## src/rtl/iter_addsub_if.sv

```systemverilog
// Start/done handshake and result bundle for the iterative add/subtract unit.
// The requester drives operands and start; the unit returns busy/done, result and flags.
interface iter_addsub_if #(
  parameter int WIDTH = 32
);
  logic             start;
  logic [WIDTH-1:0] A;
  logic [WIDTH-1:0] B;
  logic             ALUFun0;
  logic             Sign;
  logic             busy;
  logic             done;
  logic [WIDTH-1:0] S;
  logic             Zero;
  logic             Overflow;
  logic             Negative;

  modport master (
    output start, A, B, ALUFun0, Sign,
    input  busy, done, S, Zero, Overflow, Negative
  );

  modport slave (
    input  start, A, B, ALUFun0, Sign,
    output busy, done, S, Zero, Overflow, Negative
  );
endinterface

```

## src/rtl/iter_addsub.sv

```systemverilog
// Multi-cycle add/subtract producing S plus Zero/Overflow/Negative for the compare stage.
// Operands are processed CHUNK bits per cycle, least significant chunk first.
module iter_addsub #(
  parameter int WIDTH = 32,
  parameter int CHUNK = 8
) (
  input logic         clk,
  input logic         reset,
  iter_addsub_if.slave bus
);

  localparam int N     = WIDTH / CHUNK;
  localparam int IDX_W = (N > 1) ? $clog2(N) : 1;

  localparam logic [1:0] ST_IDLE = 2'd0;
  localparam logic [1:0] ST_RUN  = 2'd1;
  localparam logic [1:0] ST_DONE = 2'd2;

  logic [1:0]       state_q,   state_d;
  logic [WIDTH-1:0] a_q,       a_d;
  logic [WIDTH-1:0] b_q,       b_d;
  logic [WIDTH-1:0] s_q,       s_d;
  logic             sub_q,     sub_d;
  logic             sign_q,    sign_d;
  logic             carry_q,   carry_d;
  logic             nonzero_q, nonzero_d;
  logic             zero_q,    zero_d;
  logic             ovf_q,     ovf_d;
  logic             neg_q,     neg_d;
  logic [IDX_W-1:0] idx_q,     idx_d;

  logic [CHUNK-1:0] a_chunk;
  logic [CHUNK-1:0] b_chunk;
  logic [CHUNK-1:0] sum_chunk;
  logic             chunk_cout;
  logic             msb_cin;
  logic             last_chunk;
  logic             accept;

  // One chunk of the ripple; subtraction is A + ~B with the +1 entering as carry-in.
  always_comb begin
    a_chunk = a_q[idx_q*CHUNK +: CHUNK];
    b_chunk = sub_q ? ~b_q[idx_q*CHUNK +: CHUNK] : b_q[idx_q*CHUNK +: CHUNK];
    {chunk_cout, sum_chunk} = {1'b0, a_chunk} + {1'b0, b_chunk} + {{CHUNK{1'b0}}, carry_q};
    // Carry into the chunk MSB recovered from the MSB sum bit, avoiding a split adder.
    msb_cin = sum_chunk[CHUNK-1] ^ a_chunk[CHUNK-1] ^ b_chunk[CHUNK-1];
  end

  assign accept     = bus.start && (state_q != ST_RUN);
  assign last_chunk = (idx_q == IDX_W'(N - 1));

  always_comb begin
    state_d   = state_q;
    a_d       = a_q;
    b_d       = b_q;
    s_d       = s_q;
    sub_d     = sub_q;
    sign_d    = sign_q;
    carry_d   = carry_q;
    nonzero_d = nonzero_q;
    zero_d    = zero_q;
    ovf_d     = ovf_q;
    neg_d     = neg_q;
    idx_d     = idx_q;

    case (state_q)
      ST_IDLE, ST_DONE: begin
        state_d = ST_IDLE;
        if (accept) begin
          state_d   = ST_RUN;
          a_d       = bus.A;
          b_d       = bus.B;
          sub_d     = bus.ALUFun0;
          sign_d    = bus.Sign;
          carry_d   = bus.ALUFun0;
          nonzero_d = 1'b0;
          idx_d     = '0;
        end
      end

      ST_RUN: begin
        s_d[idx_q*CHUNK +: CHUNK] = sum_chunk;
        carry_d   = chunk_cout;
        nonzero_d = nonzero_q | (|sum_chunk);
        idx_d     = idx_q + IDX_W'(1);
        if (last_chunk) begin
          state_d = ST_DONE;
          idx_d   = '0;
          zero_d  = ~(nonzero_q | (|sum_chunk));
          if (sign_q) begin
            ovf_d = msb_cin ^ chunk_cout;
            neg_d = sum_chunk[CHUNK-1];
          end else if (sub_q) begin
            ovf_d = 1'b0;
            neg_d = ~chunk_cout;
          end else begin
            ovf_d = chunk_cout;
            neg_d = 1'b0;
          end
        end
      end

      default: state_d = ST_IDLE;
    endcase
  end

  always_ff @(posedge clk) begin
    if (reset) begin
      state_q   <= ST_IDLE;
      a_q       <= '0;
      b_q       <= '0;
      s_q       <= '0;
      sub_q     <= 1'b0;
      sign_q    <= 1'b0;
      carry_q   <= 1'b0;
      nonzero_q <= 1'b0;
      zero_q    <= 1'b0;
      ovf_q     <= 1'b0;
      neg_q     <= 1'b0;
      idx_q     <= '0;
    end else begin
      state_q   <= state_d;
      a_q       <= a_d;
      b_q       <= b_d;
      s_q       <= s_d;
      sub_q     <= sub_d;
      sign_q    <= sign_d;
      carry_q   <= carry_d;
      nonzero_q <= nonzero_d;
      zero_q    <= zero_d;
      ovf_q     <= ovf_d;
      neg_q     <= neg_d;
      idx_q     <= idx_d;
    end
  end

  assign bus.busy     = (state_q == ST_RUN);
  assign bus.done     = (state_q == ST_DONE);
  assign bus.S        = s_q;
  assign bus.Zero     = zero_q;
  assign bus.Overflow = ovf_q;
  assign bus.Negative = neg_q;

endmodule
```

## src/flat_wrapper.sv

```systemverilog
// flat-port wrapper written by rule: the top's interface ports become plain ports
module iter_addsub_flat 
#(
  parameter int WIDTH = 32,
  parameter int CHUNK = 8
)
  (clk, reset, bus_start, bus_A, bus_B, bus_ALUFun0, bus_Sign, bus_busy, bus_done, bus_S, bus_Zero, bus_Overflow, bus_Negative);
  iter_addsub_if #(.WIDTH(WIDTH)) bus_i ();
  input logic clk;
  input logic reset;
  input wire logic [$bits(bus_i.start)-1:0] bus_start;
  input wire logic [$bits(bus_i.A)-1:0] bus_A;
  input wire logic [$bits(bus_i.B)-1:0] bus_B;
  input wire logic [$bits(bus_i.ALUFun0)-1:0] bus_ALUFun0;
  input wire logic [$bits(bus_i.Sign)-1:0] bus_Sign;
  output wire logic [$bits(bus_i.busy)-1:0] bus_busy;
  output wire logic [$bits(bus_i.done)-1:0] bus_done;
  output wire logic [$bits(bus_i.S)-1:0] bus_S;
  output wire logic [$bits(bus_i.Zero)-1:0] bus_Zero;
  output wire logic [$bits(bus_i.Overflow)-1:0] bus_Overflow;
  output wire logic [$bits(bus_i.Negative)-1:0] bus_Negative;
  assign bus_i.start = bus_start;
  assign bus_i.A = bus_A;
  assign bus_i.B = bus_B;
  assign bus_i.ALUFun0 = bus_ALUFun0;
  assign bus_i.Sign = bus_Sign;
  assign bus_busy = bus_i.busy;
  assign bus_done = bus_i.done;
  assign bus_S = bus_i.S;
  assign bus_Zero = bus_i.Zero;
  assign bus_Overflow = bus_i.Overflow;
  assign bus_Negative = bus_i.Negative;
  iter_addsub #(.WIDTH(WIDTH), .CHUNK(CHUNK)) u_core (.clk(clk), .reset(reset), .bus(bus_i));
endmodule
```

## config.mk

```make
export PLATFORM = sky130hd
export DESIGN_NAME = iter_addsub_flat
export DESIGN_NICKNAME = d
export VERILOG_FILES = /design/src/rtl/iter_addsub_if.sv /design/src/rtl/iter_addsub.sv /design/src/flat_wrapper.sv
export SDC_FILE = /design/constraint.sdc
export NUM_CORES = 1
export LEC_CHECK = 0
export CORE_MARGIN = 4
export CORE_UTILIZATION = 45
export CTS_CLUSTER_DIAMETER = 200
export DETAILED_ROUTE_END_ITERATION = 7
export PLACE_DENSITY_LB_ADDON = 0.15
export SYNTH_ARGS = -nofsm -noshare
export SYNTH_HDL_FRONTEND = slang
export SYNTH_SLANG_ARGS = --single-unit
```

## constraint.sdc

```tcl
create_clock -name clk -period 5.1 [get_ports clk]
set_input_delay 0.765 -clock clk [delete_from_list [all_inputs] [get_ports clk]]
set_output_delay 0.765 -clock clk [all_outputs]
set_load 0.02 [all_outputs]
```

==> Word level (Yosys, flattened, before mapping) <==
Cells that the tools add are included.
{ "totals": {"output_inout_bits": 37, "word_cells": 57, "ff_bits": 107} }
{ "op_classes": {"shifts": 4, "n_reduce_logical": 8, "n_eq_ne": 6, "bitwise": 7, "addsub": 4, "muxes": 16} }
{ "op_table": {"columns": ["operator", "n"], "rows": [
  ["indexed part select 32 x 6 -> 8 bit", 2],
  ["negator 5 -> 34 bit", 1],
  ["variable shift 8 x 34 -> 32 bit, first input constant", 1],
  ["indexed part select 8 x 34 -> 32 bit", 1],
  ["bitwise mux 32 bit", 1],
  ["adder 8 x 8 -> 9 bit", 1],
  ["adder 9 x 1 -> 9 bit", 1],
  ["2-to-1 mux 8 bit", 1],
  ["inverter 8 bit", 1],
  ["one-hot mux 2 bit (2 select lines)", 2],
  ["OR reduction 8 bit", 1],
  ["2-to-1 mux 1 bit", 7],
  ["2-to-1 mux 2 bit", 3],
  ["!= test 2 x 1 -> 1 bit, second input constant", 3],
  ["AND reduction 2 bit", 3],
  ["== test 2 bit, second input constant", 2],
  ["one-hot mux 1 bit (2 select lines)", 2],
  ["XOR 1 bit", 3],
  ["adder 2 x 1 -> 2 bit, second input constant", 1],
  ["== test 2 x 1 -> 1 bit, second input constant", 1],
  ["zero test 2 bit", 1],
  ["inverter 1 bit", 2],
  ["nonzero test 2 bit", 1],
  ["OR reduction 2 bit", 1],
  ["other kinds (2)", 2]
]} }

==> Longest topological paths before layout <==
Gate-level depths: netlist (run 1).
{ "depth": {"depth_word": 9, "depth_mapped": 12, "depth_no_buf": 10} }

==> Least setup slack after synthesis (run 1) <==
Ideal clock, no wire load.
{ "synth_path": {"path_type": "reg2reg", "from": "register u_core.idx_q[0]", "to": "register u_core.nonzero_q", "t_required_ps": 4975, "n_path_buf": 2, "setup_ps": 125, "stages_incl_launch_ff": 11, "t_arrival_ps": 3777, "setup_slack_ps": 1198, "cell_sequence": "dfxtp_1 -> buf_2 -> buf_2 -> mux4_2 -> xnor2_1 -> fa_1 -> fa_1 -> inv_1 -> or4_1 -> or4_1 -> o41a_1"} }
{ "synth_via": {"elab_chain_len": 8, "word_cells_on_any_way": 9} }
{ "synth_rtl": {"columns": ["item", "line", "text"], "rows": [
  ["from (decl)", "iter_addsub.sv:30", "logic [IDX_W-1:0] idx_q, idx_d;"],
  ["from (signal assigned)", "iter_addsub.sv:133", "idx_q <= idx_d;"],
  ["indexed part select 32 x 6 -> 8 bit", "iter_addsub.sv:43", "b_chunk = sub_q ? ~b_q[idx_q*CHUNK +: CHUNK] : b_q[idx_q*CHUNK +: CHUNK];"],
  ["inverter 8 bit", "iter_addsub.sv:43", null],
  ["2-to-1 mux 8 bit", "iter_addsub.sv:43", null],
  ["adder 8 x 8 -> 9 bit (*)", "iter_addsub.sv:44", "{chunk_cout, sum_chunk} = {1'b0, a_chunk} + {1'b0, b_chunk} + {{CHUNK{1'b0}}, carry_q};"],
  ["adder 9 x 1 -> 9 bit (*)", "iter_addsub.sv:44", null],
  ["OR reduction 8 bit (*)", "iter_addsub.sv:84", "nonzero_d = nonzero_q | (|sum_chunk);"],
  ["OR 1 bit (*)", "iter_addsub.sv:84", null],
  ["one-hot mux 1 bit (2 select lines) (*)", "iter_addsub.sv:66", "case (state_q)"],
  ["to (signal assigned)", "iter_addsub.sv:129", "nonzero_q <= nonzero_d;"],
  ["to (decl)", "iter_addsub.sv:26", "logic nonzero_q, nonzero_d;"]
]} }
Mark *: on every way between the ends. The rest lies on a longest branch, timed or not.
A chain may end at the register's enable or synchronous reset.

==> Final worst setup path (run 1) <==
Ends and elaborated chain as after synthesis.

==> results of run 1 <==
==> synth_stat cells (all sizes together), types with 2 or more instances <==
master / count / area share [%]
o21a: 5 / 0.81
mux4: 16 / 7.8
o31ai: 2 / 0.43
o31a: 2 / 0.38
or4: 2 / 0.32
a21oi: 73 / 7.9
nor3: 2 / 0.22
xor2: 9 / 1.9
buf: 11 / 1.0
nand2: 142 / 12
nor2: 43 / 3.5
ha: 13 / 3.5
fa: 2 / 0.87
a22oi: 33 / 5.4
clkbuf: 22 / 1.8
nand2b: 5 / 0.68
xnor2: 5 / 0.95
dfxtp: 107 / 46
a31oi: 2 / 0.27
nor4: 2 / 0.41
inv: 12 / 0.97
nor2b: 4 / 0.70
==> logic make-up (layout without fill, tap and decap cells) <==
group | Yosys count | count (layout)
compound gates | 125 | 125
xor+xnor | 14 | 14
fa+ha+maj | 15 | 15
buf+inv | 45 | 136
flops | 107 | 107
mux | 16 | 16
simple gates | 204 | 204
==> metal layers <==
metal | vias to the layer above | global-route usage (%) | share of wire, %
li1 | 1969 | - | -
met1 | 1855 | 26.3 | 44
met2 | 97 | 32.3 | 50
met3 | 11 | 3.11 | 4.6
met4 | 0 | 5.08 | 1.2
met5 | - | 0 | 0
==> state kept, by name, summed over array words and instances (netlist names) <==
register             count
u_core.a_q              32
u_core.b_q              32
u_core.bus.Negative      1
u_core.bus.Overflow      1
u_core.bus.S            32
u_core.bus.Zero          1
u_core.carry_q           1
u_core.idx_q             2
u_core.nonzero_q         1
u_core.sign_q            1
u_core.state_q           2
u_core.sub_q             1
==> tightest hold or removal path, cell delays in order, from the launching register on <==
cell and delay [ps]:
dfxtp_1 320, nand2_1 50, a21oi_1 50
==> worst min-delay path by stage <==
| stage | from | endpoint | slack, ps | cells after the start |
|---|---|---|---|---|
| after global routing | u_core.b_q[31] | u_core.b_q[31] | 480 | 2 |
| after floorplan | u_core.a_q[16] | u_core.a_q[16] | 430 | 2 |
| after global placement | u_core.a_q[3] | u_core.a_q[3] | 440 | 2 |
| after detailed placement | u_core.b_q[18] | u_core.b_q[18] | 450 | 2 |
| final | u_core.a_q[7] | u_core.a_q[7] | 460 | 2 |
| after CTS | u_core.a_q[0] | u_core.a_q[0] | 460 | 2 |
==> power breakdown <==
part	switching (mW)	internal [mW]	total [mW]
clock	0.274	0.253	0.528
combinational	0.177	0.140	0.317
sequential	0.0264	0.874	0.900
==> final cells by class <==
cell class	instances	area, um^2
Inverter	12	45.0
Fill cell	896	3920
Clock inverter	3	46.3
Timing Repair Buffer	109	1080
Sequential cell	107	2140
Clock buffer	12	155
Tap cell	133	166
Multi-Input combinational cell	374	2310
==> results.json, run 1 <==
{
  "status": "finished clean",
  "synthesis.area_mm2": 0.00462,
  "synth_fa_ha_area_share_pct": 4.39,
  "cp-startpoint": "u_core.idx_q[0]",
  "clock_sinks": 107,
  "finalHoldViolCount": 0,
  "timing.rr.start": "u_core.idx_q[0]",
  "setup_tns_ps": 0,
  "post-dp-hpwl_mm": 8.12,
  "placed_cells": 735,
  "ys_async_sr_fraction_pct": 0,
  "min_path_type": "reg2reg",
  "slowest_delay_ps": 720,
  "ff2ff_setup_slack_ps": 1320,
  "syn2layout_area_growth_pct": 28.7,
  "cts_max_level": 3,
  "dr.pass1.iters": 5,
  "max_freq_ghz": 0.265,
  "ys_seq_elements": 107,
  "root_buffer": "clkbuf_8",
  "crit_cells": 8,
  "die_w_um": 109,
  "crit_type": "reg2reg",
  "place_area_mm2": 0.00575,
  "skew_ps": 10.6,
  "num_rows": 36,
  "grt_overflow": 0,
  "mostFrequentLayoutCells": "nand2_1 (142), dfxtp_1 (107), clkdlybuf4s50_1 (104)",
  "final_nets": 697,
  "synth_edf_count": 0,
  "synth_top_family_by_area": "simple AND/OR/NAND/NOR gates",
  "yosysWarningCount": 0,
  "grt_pass1_wl_mm": 18.4,
  "worstPathArrival_ps": 4030,
  "required_ps": 5350,
  "fin_cells": 750,
  "worstMarginPinSlew_ps": 1050,
  "r2r_end": "u_core.nonzero_q",
  "final-setup-viol-count": 0,
  "leakagePower_nw": 2.19,
  "fin_crit_sh_pct": 74.0,
  "wl_per_cell_um": 15.0,
  "cts_resized": 0,
  "whs_ps": 456,
  "timing.final.max_slew_violations": 0,
  "drv_cap": 0,
  "core_area_mm2": 0.00986,
  "top_level_ports": 106,
  "cp_cell_sequence": "mux4_2 -> xnor2_1 -> fa_1 -> fa_1 -> xnor2_1 -> or4_1 -> or4_1 -> o41a_1",
  "drive_above_1_share_pct": 6.97,
  "syn_nets": 610,
  "cts_setup_buffers": 0,
  "port_buffers": 105,
  "vdd_drop_max_uv": 131,
  "synth_xor_area_share_pct": 2.82,
  "yosys.area_share.simple_pct": 18.1,
  "power_density_mw_per_mm2": 293,
  "relSlewSlack_pct": 30.0,
  "finalCriticalPeriod_ps": 3780,
  "drtAntennaViolNets": 0,
  "cp_slowest_cell": "dfxtp_1",
  "grt_pass1_vias": 3691,
  "dr.first_iter.drc_count": 181,
  "ys_types": 39,
  "wirelength_mm": 11.2,
  "cp-endpoint": "u_core.nonzero_q",
  "final_common_cell": "nand2_1",
  "vias": 3932,
  "yosysSeqAreaShare_pct": 46.4,
  "synth-compound-area-share_pct": 16.8,
  "worst_r2r_path_depth": 8,
  "finish.utilization_pct": 60.3,
  "die_y_um": 109,
  "synthCells": 526,
  "vias_per_cell": 5.24,
  "cts_hold_buf": 0,
  "setup_ws_ps": 1320,
  "fin_area_mm2": 0.00595,
  "end_kind": "flip-flop",
  "critical_path_buf_inv_count": 0,
  "crit_family": "adder cells",
  "start_kind": "flip-flop",
  "path_max_fanout": 11,
  "synth_ff_type": "dfxtp_1",
  "muxShareOfSynthArea_pct": 7.80,
  "grt_max_degree": 108,
  "rsz0062_at_grt": "no",
  "syn_area_per_cell_um2": 8.78,
  "drc": 0,
  "cts_tree": "done",
  "pre_cts_ws_ps": 1300,
  "power_mw": 1.74,
  "antenna_found_initial": 0,
  "start_util_pct": 46.8,
  "dieArea_mm2": 0.0120,
  "clockBufferDepth": 2,
  "antennaDiodeCount": 0,
  "clkTransAtPathRegs_ps": 90,
  "grt.total_usage_pct": 19.4,
  "cts_buffers": 9,
  "gp_congestion": 0.823,
  "clock_latency_ps": 370
}
Note: power is estimated with default switching activity, not from simulation.
==> run 2, diff against run 1 <==
==> constraint.sdc (replaced) <==
create_clock -name clk -period 3.3 [get_ports clk]
set_input_delay 0.495 -clock clk [delete_from_list [all_inputs] [get_ports clk]]
set_output_delay 0.495 -clock clk [all_outputs]
set_load 0.02 [all_outputs]
==> results.json, run 2 (synthesized netlist as in run 1, its figures left out) <==
{
  "core_area_mm2": 0.00986,
  "drv_cap": 0,
  "setup_ws_ps": -0.754,
  "grt_pass1_vias": 3825,
  "vias": 3995,
  "mostFrequentLayoutCells": "nand2_1 (142), dfxtp_1 (105), clkdlybuf4s50_1 (104)",
  "root_buffer": "clkbuf_8",
  "grt_max_degree": 72,
  "power_density_mw_per_mm2": 447,
  "start_kind": "flip-flop",
  "timing.final.max_slew_violations": 0,
  "fin_crit_sh_pct": 100,
  "finalHoldViolCount": 0,
  "cp_slowest_cell": "mux4_2",
  "drtAntennaViolNets": 0,
  "post-dp-hpwl_mm": 8.53,
  "die_y_um": 109,
  "antenna_found_initial": 0,
  "cts_hold_buf": 0,
  "grt.total_usage_pct": 19.6,
  "dieArea_mm2": 0.0120,
  "status": "finished with violations",
  "required_ps": 3570,
  "worstPathArrival_ps": 3570,
  "crit_family": "simple AND/OR/NAND/NOR gates",
  "max_freq_ghz": 0.303,
  "min_path_type": "reg2reg",
  "hp-start": "u_core.a_q[11]",
  "finalCriticalPeriod_ps": 3300,
  "cp_cell_sequence": "mux4_2 -> xnor2_1 -> fa_2 -> fa_1 -> inv_1 -> or4_1 -> or4_4 -> o41a_1",
  "relSlewSlack_pct": 40.5,
  "drc": 0,
  "cts_buffers": 9,
  "die_w_um": 109,
  "wirelength_mm": 11.5,
  "skew_ps": 13.1,
  "port_buffers": 105,
  "syn2layout_area_growth_pct": 31.2,
  "vias_per_cell": 5.23,
  "antennaDiodeCount": 0,
  "setup_tns_ps": -0.754,
  "cts_max_level": 3,
  "num_rows": 36,
  "clock_sinks": 107,
  "final-setup-viol-count": 1,
  "dr.first_iter.drc_count": 164,
  "violations": "negative setup slack",
  "drive_above_1_share_pct": 9.67,
  "slowest_delay_ps": 510,
  "clockBufferDepth": 2,
  "top_level_ports": 106,
  "fillers": 870,
  "clkTransAtPathRegs_ps": 100,
  "final_nets": 711,
  "cp-startpoint": "u_core.idx_q[1]",
  "clock_latency_ps": 370,
  "crit_type": "reg2reg",
  "cts_tree": "done",
  "whs_ps": 461,
  "start_util_pct": 46.8,
  "grt_pass1_wl_mm": 18.4,
  "end_kind": "flip-flop",
  "dr.pass1.iters": 4,
  "final_common_cell": "nand2_1",
  "vdd_drop_max_uv": 241,
  "gp_congestion": 0.846,
  "rsz0062_at_grt": "yes",
  "grt_overflow": 0,
  "critical_path_buf_inv_count": 1,
  "worstMarginPinSlew_ps": 885,
  "timing.rr.start": "u_core.idx_q[1]",
  "leakagePower_nw": 2.27,
  "path_max_fanout": 2,
  "wl_per_cell_um": 15.0
}
-- run 2: changes by cell type in the layout (fill, tap and decap cells not counted), sizes merged --
cell,delta
inv,-1
clkbuf,+1
clkinv,+2
buf,+14
bufinv,-1
clkinvlp,-1
-- run 2: worst paths after layout --
kind	cells after the start	to	slack, ps
worst min register to register	2	u_core.a_q[11]	460
worst max register to register	8	u_core.nonzero_q	-0.8
worst min-delay path	2	u_core.a_q[11]	460
worst max-delay path	8	u_core.nonzero_q	-0.8
-- run 2: cell type report --
class | count | area [um^2] | area share (%)
Multi-Input combinational cell | 374 | 2320 | 38.3
Sequential cell | 107 | 2150 | 35.4
Timing Repair Buffer | 123 | 1180 | 19.5
Clock buffer | 13 | 180 | 2.97
Tap cell | 133 | 166 | 2.75
Inverter | 12 | 45.0 | 0.743
Clock inverter | 2 | 17.5 | 0.289
-- run 2: timing repair --
item / 4_1_cts / 5_1_grt
pin swaps: 0 / 1
buffers inserted: 0 / 1
endpoints found under the setup margin: 1 / 2
gates resized for setup: 1 / 0
-- run 2: metrics by stage --
stage	setup WS, ps	cell area, um^2	total power, mW	cells	utilization [%]
global placement	37.2	5850	1.93	748	59.3
CTS	-5.53	6050	2.73	763	61.4
global route	-96.2	6060	2.84	764	61.4
detailed placement	-40.9	5850	1.95	748	59.3
finish	-0.754	6060	2.71	764	61.4
floorplan	-81.1	4650	1.72	526	-
-- run 2: worst reg2reg max path: cells and delay by family, from the launching register on --
kind,cells,cell delay (ps)
DFF,1,350
and+or+nand+nor,2,940
muxes,1,510
adders and majority gates,2,880
buffers and inverters,1,50
xor gates and xnor gates,1,170
AOI/OAI and AO/OA,1,310
-- run 2: power breakdown --
group / leakage [nW] / switching, mW / internal, mW / total (mW)
Sequential: 0.875 / 0.0383 / 1.35 / 1.39
Combinational: 1.29 / 0.285 / 0.247 / 0.532
Clock: 0.101 / 0.427 / 0.361 / 0.788
-- run 2: routing by layer --
metal  share of wire [%]  track usage (%)  up-vias
li1                    -                -     2006
met1                  45             26.7     1880
met2                  49             31.5       99
met3                 5.4             4.93       10
met4                0.85             4.10        0
met5                   0                0        -
==> run 3, diff against run 2 <==
--- a/config.mk
+++ b/config.mk
@@ -5,8 +5,9 @@
 export SDC_FILE = /design/constraint.sdc
 export NUM_CORES = 1
 export LEC_CHECK = 0
+export CAP_MARGIN = 20
 export CORE_MARGIN = 4
-export CORE_UTILIZATION = 45
+export CORE_UTILIZATION = 40
 export CTS_CLUSTER_DIAMETER = 200
 export DETAILED_ROUTE_END_ITERATION = 7
 export PLACE_DENSITY_LB_ADDON = 0.15
==> results.json, run 3 (synthesized netlist as in run 1, its figures left out) <==
{
  "setup_tns_ps": 0,
  "hp-start": "u_core.a_q[12]",
  "clkTransAtPathRegs_ps": 70,
  "top_level_ports": 106,
  "grt_max_degree": 76,
  "clockBufferDepth": 2,
  "end_kind": "flip-flop",
  "slowest_delay_ps": 510,
  "cp_cell_sequence": "mux4_2 -> xnor2_1 -> fa_2 -> fa_1 -> inv_1 -> or4_1 -> or4_4 -> o41a_1",
  "grt_pass1_wl_mm": 19.5,
  "dr.first_iter.drc_count": 284,
  "core_area_mm2": 0.0111,
  "rsz0062_at_grt": "yes",
  "start_kind": "flip-flop",
  "crit_family": "simple AND/OR/NAND/NOR gates",
  "antennaDiodeCount": 0,
  "leakagePower_nw": 2.31,
  "clock_latency_ps": 340,
  "max_freq_ghz": 0.306,
  "min_path_cells": 2,
  "status": "finished clean",
  "path_max_fanout": 3,
  "cts_buffers": 9,
  "grt_pass1_vias": 3941,
  "drtAntennaViolNets": 0,
  "fin_area_mm2": 0.00618,
  "r2r_end": "u_core.nonzero_q",
  "die_w_um": 115,
  "finalCriticalPeriod_ps": 3270,
  "grt.total_usage_pct": 18.1,
  "cts_max_level": 3,
  "cp_slowest_cell": "mux4_2",
  "relSlewSlack_pct": 41.9,
  "finish.utilization_pct": 55.8,
  "dr.pass1.iters": 4,
  "dieArea_mm2": 0.0133,
  "num_rows": 38,
  "vias": 3995,
  "min_to": "u_core.a_q[12]",
  "critical_path_buf_inv_count": 1,
  "cts_tree": "done",
  "vias_per_cell": 5.17,
  "ff2ff_setup_slack_ps": 30,
  "grt_overflow": 0,
  "mostFrequentLayoutCells": "nand2_1 (142), dfxtp_1 (105), clkdlybuf4s50_1 (104)",
  "root_buffer": "clkbuf_16",
  "wirelength_mm": 11.9,
  "drive_above_1_share_pct": 10.1,
  "drv_cap": 0,
  "power_density_mw_per_mm2": 478,
  "post-dp-hpwl_mm": 8.81,
  "final_nets": 711,
  "crit_type": "reg2reg",
  "vdd_drop_max_uv": 316,
  "multi_input_area_mm2": 0.00233,
  "fillers": 1080,
  "clock_sinks": 107,
  "worstMarginPinSlew_ps": 865,
  "skew_ps": 6.88,
  "timing.final.max_slew_violations": 0,
  "gp_congestion": 0.813,
  "final-setup-viol-count": 0,
  "timing.rr.start": "u_core.idx_q[1]",
  "final_common_cell": "nand2_1",
  "syn2layout_area_growth_pct": 33.8,
  "wl_per_cell_um": 15.4,
  "seqCellArea_mm2": 0.00215,
  "min_path_type": "reg2reg",
  "worst_r2r_path_depth": 8,
  "start_util_pct": 41.7,
  "antenna_found_initial": 0,
  "finalHoldViolCount": 0,
  "die_y_um": 115,
  "drc": 0,
  "worstPathArrival_ps": 3500,
  "required_ps": 3530,
  "port_buffers": 105,
  "fin_crit_sh_pct": 99.1,
  "place_area_mm2": 0.00589
}
[run 3: stage by stage]
step / hold slack, ps / power (mW) / instances / setup WS [ps]
after floorplan: 433 / 1.72 / 526 / -81.1
after global placement: 442 / 1.95 / 756 / 71.3
after detailed placement: 447 / 1.96 / 756 / 36.2
after CTS: 457 / 2.96 / 772 / 26.7
after global routing: 479 / 3.08 / 772 / -63.6
final: 456 / 2.95 / 772 / 30.5
[run 3: what timing repair did]
action                                  in CTS  in global routing
buffers inserted                             0                  0
resized for setup                            0                  2
hold buffers                                 0                  0
endpoints found under the setup margin       0                  2
[run 3: how the worst max path moves through the flow]
stage,startpoint,end,depth (start not counted)
2_1_floorplan,u_core.idx_q[1],u_core.nonzero_q,9
3_3_place_gp,u_core.idx_q[1],u_core.nonzero_q,8
3_5_place_dp,u_core.idx_q[1],u_core.nonzero_q,8
4_1_cts,u_core.idx_q[1],u_core.nonzero_q,8
5_1_grt,u_core.idx_q[1],u_core.nonzero_q,8
6_report,u_core.idx_q[1],u_core.nonzero_q,8
[run 3: layer usage]
metal  global-route usage (%)  wire length (um)  vias to the layer above
li1                         -                 -                     2001
met1                     23.8              5450                     1864
met2                     30.2              5690                      111
met3                     3.81               540                       19
met4                     5.48               218                        0
met5                        0                 0                        -
[run 3: layout make-up]
class	instances	share of cell area, %
Clock buffer	9	3.64
Clock inverter	7	0.830
Inverter	12	0.729
Multi-Input combinational cell	374	37.7
Sequential cell	107	34.7
Tap cell	140	2.83
Timing Repair Buffer	123	19.6
[run 3: tightest hold or removal path, stage by stage (launching register included)]
cell	delay, ps
dfxtp_1	310
nand2_1	50
a21oi_1	50
[run 3: where the power goes]
group / internal (mW) / switching, mW / leakage [nW]
combinational: 0.257 / 0.291 / 1.30
clock: 0.518 / 0.498 / 0.133
sequential: 1.35 / 0.0396 / 0.875
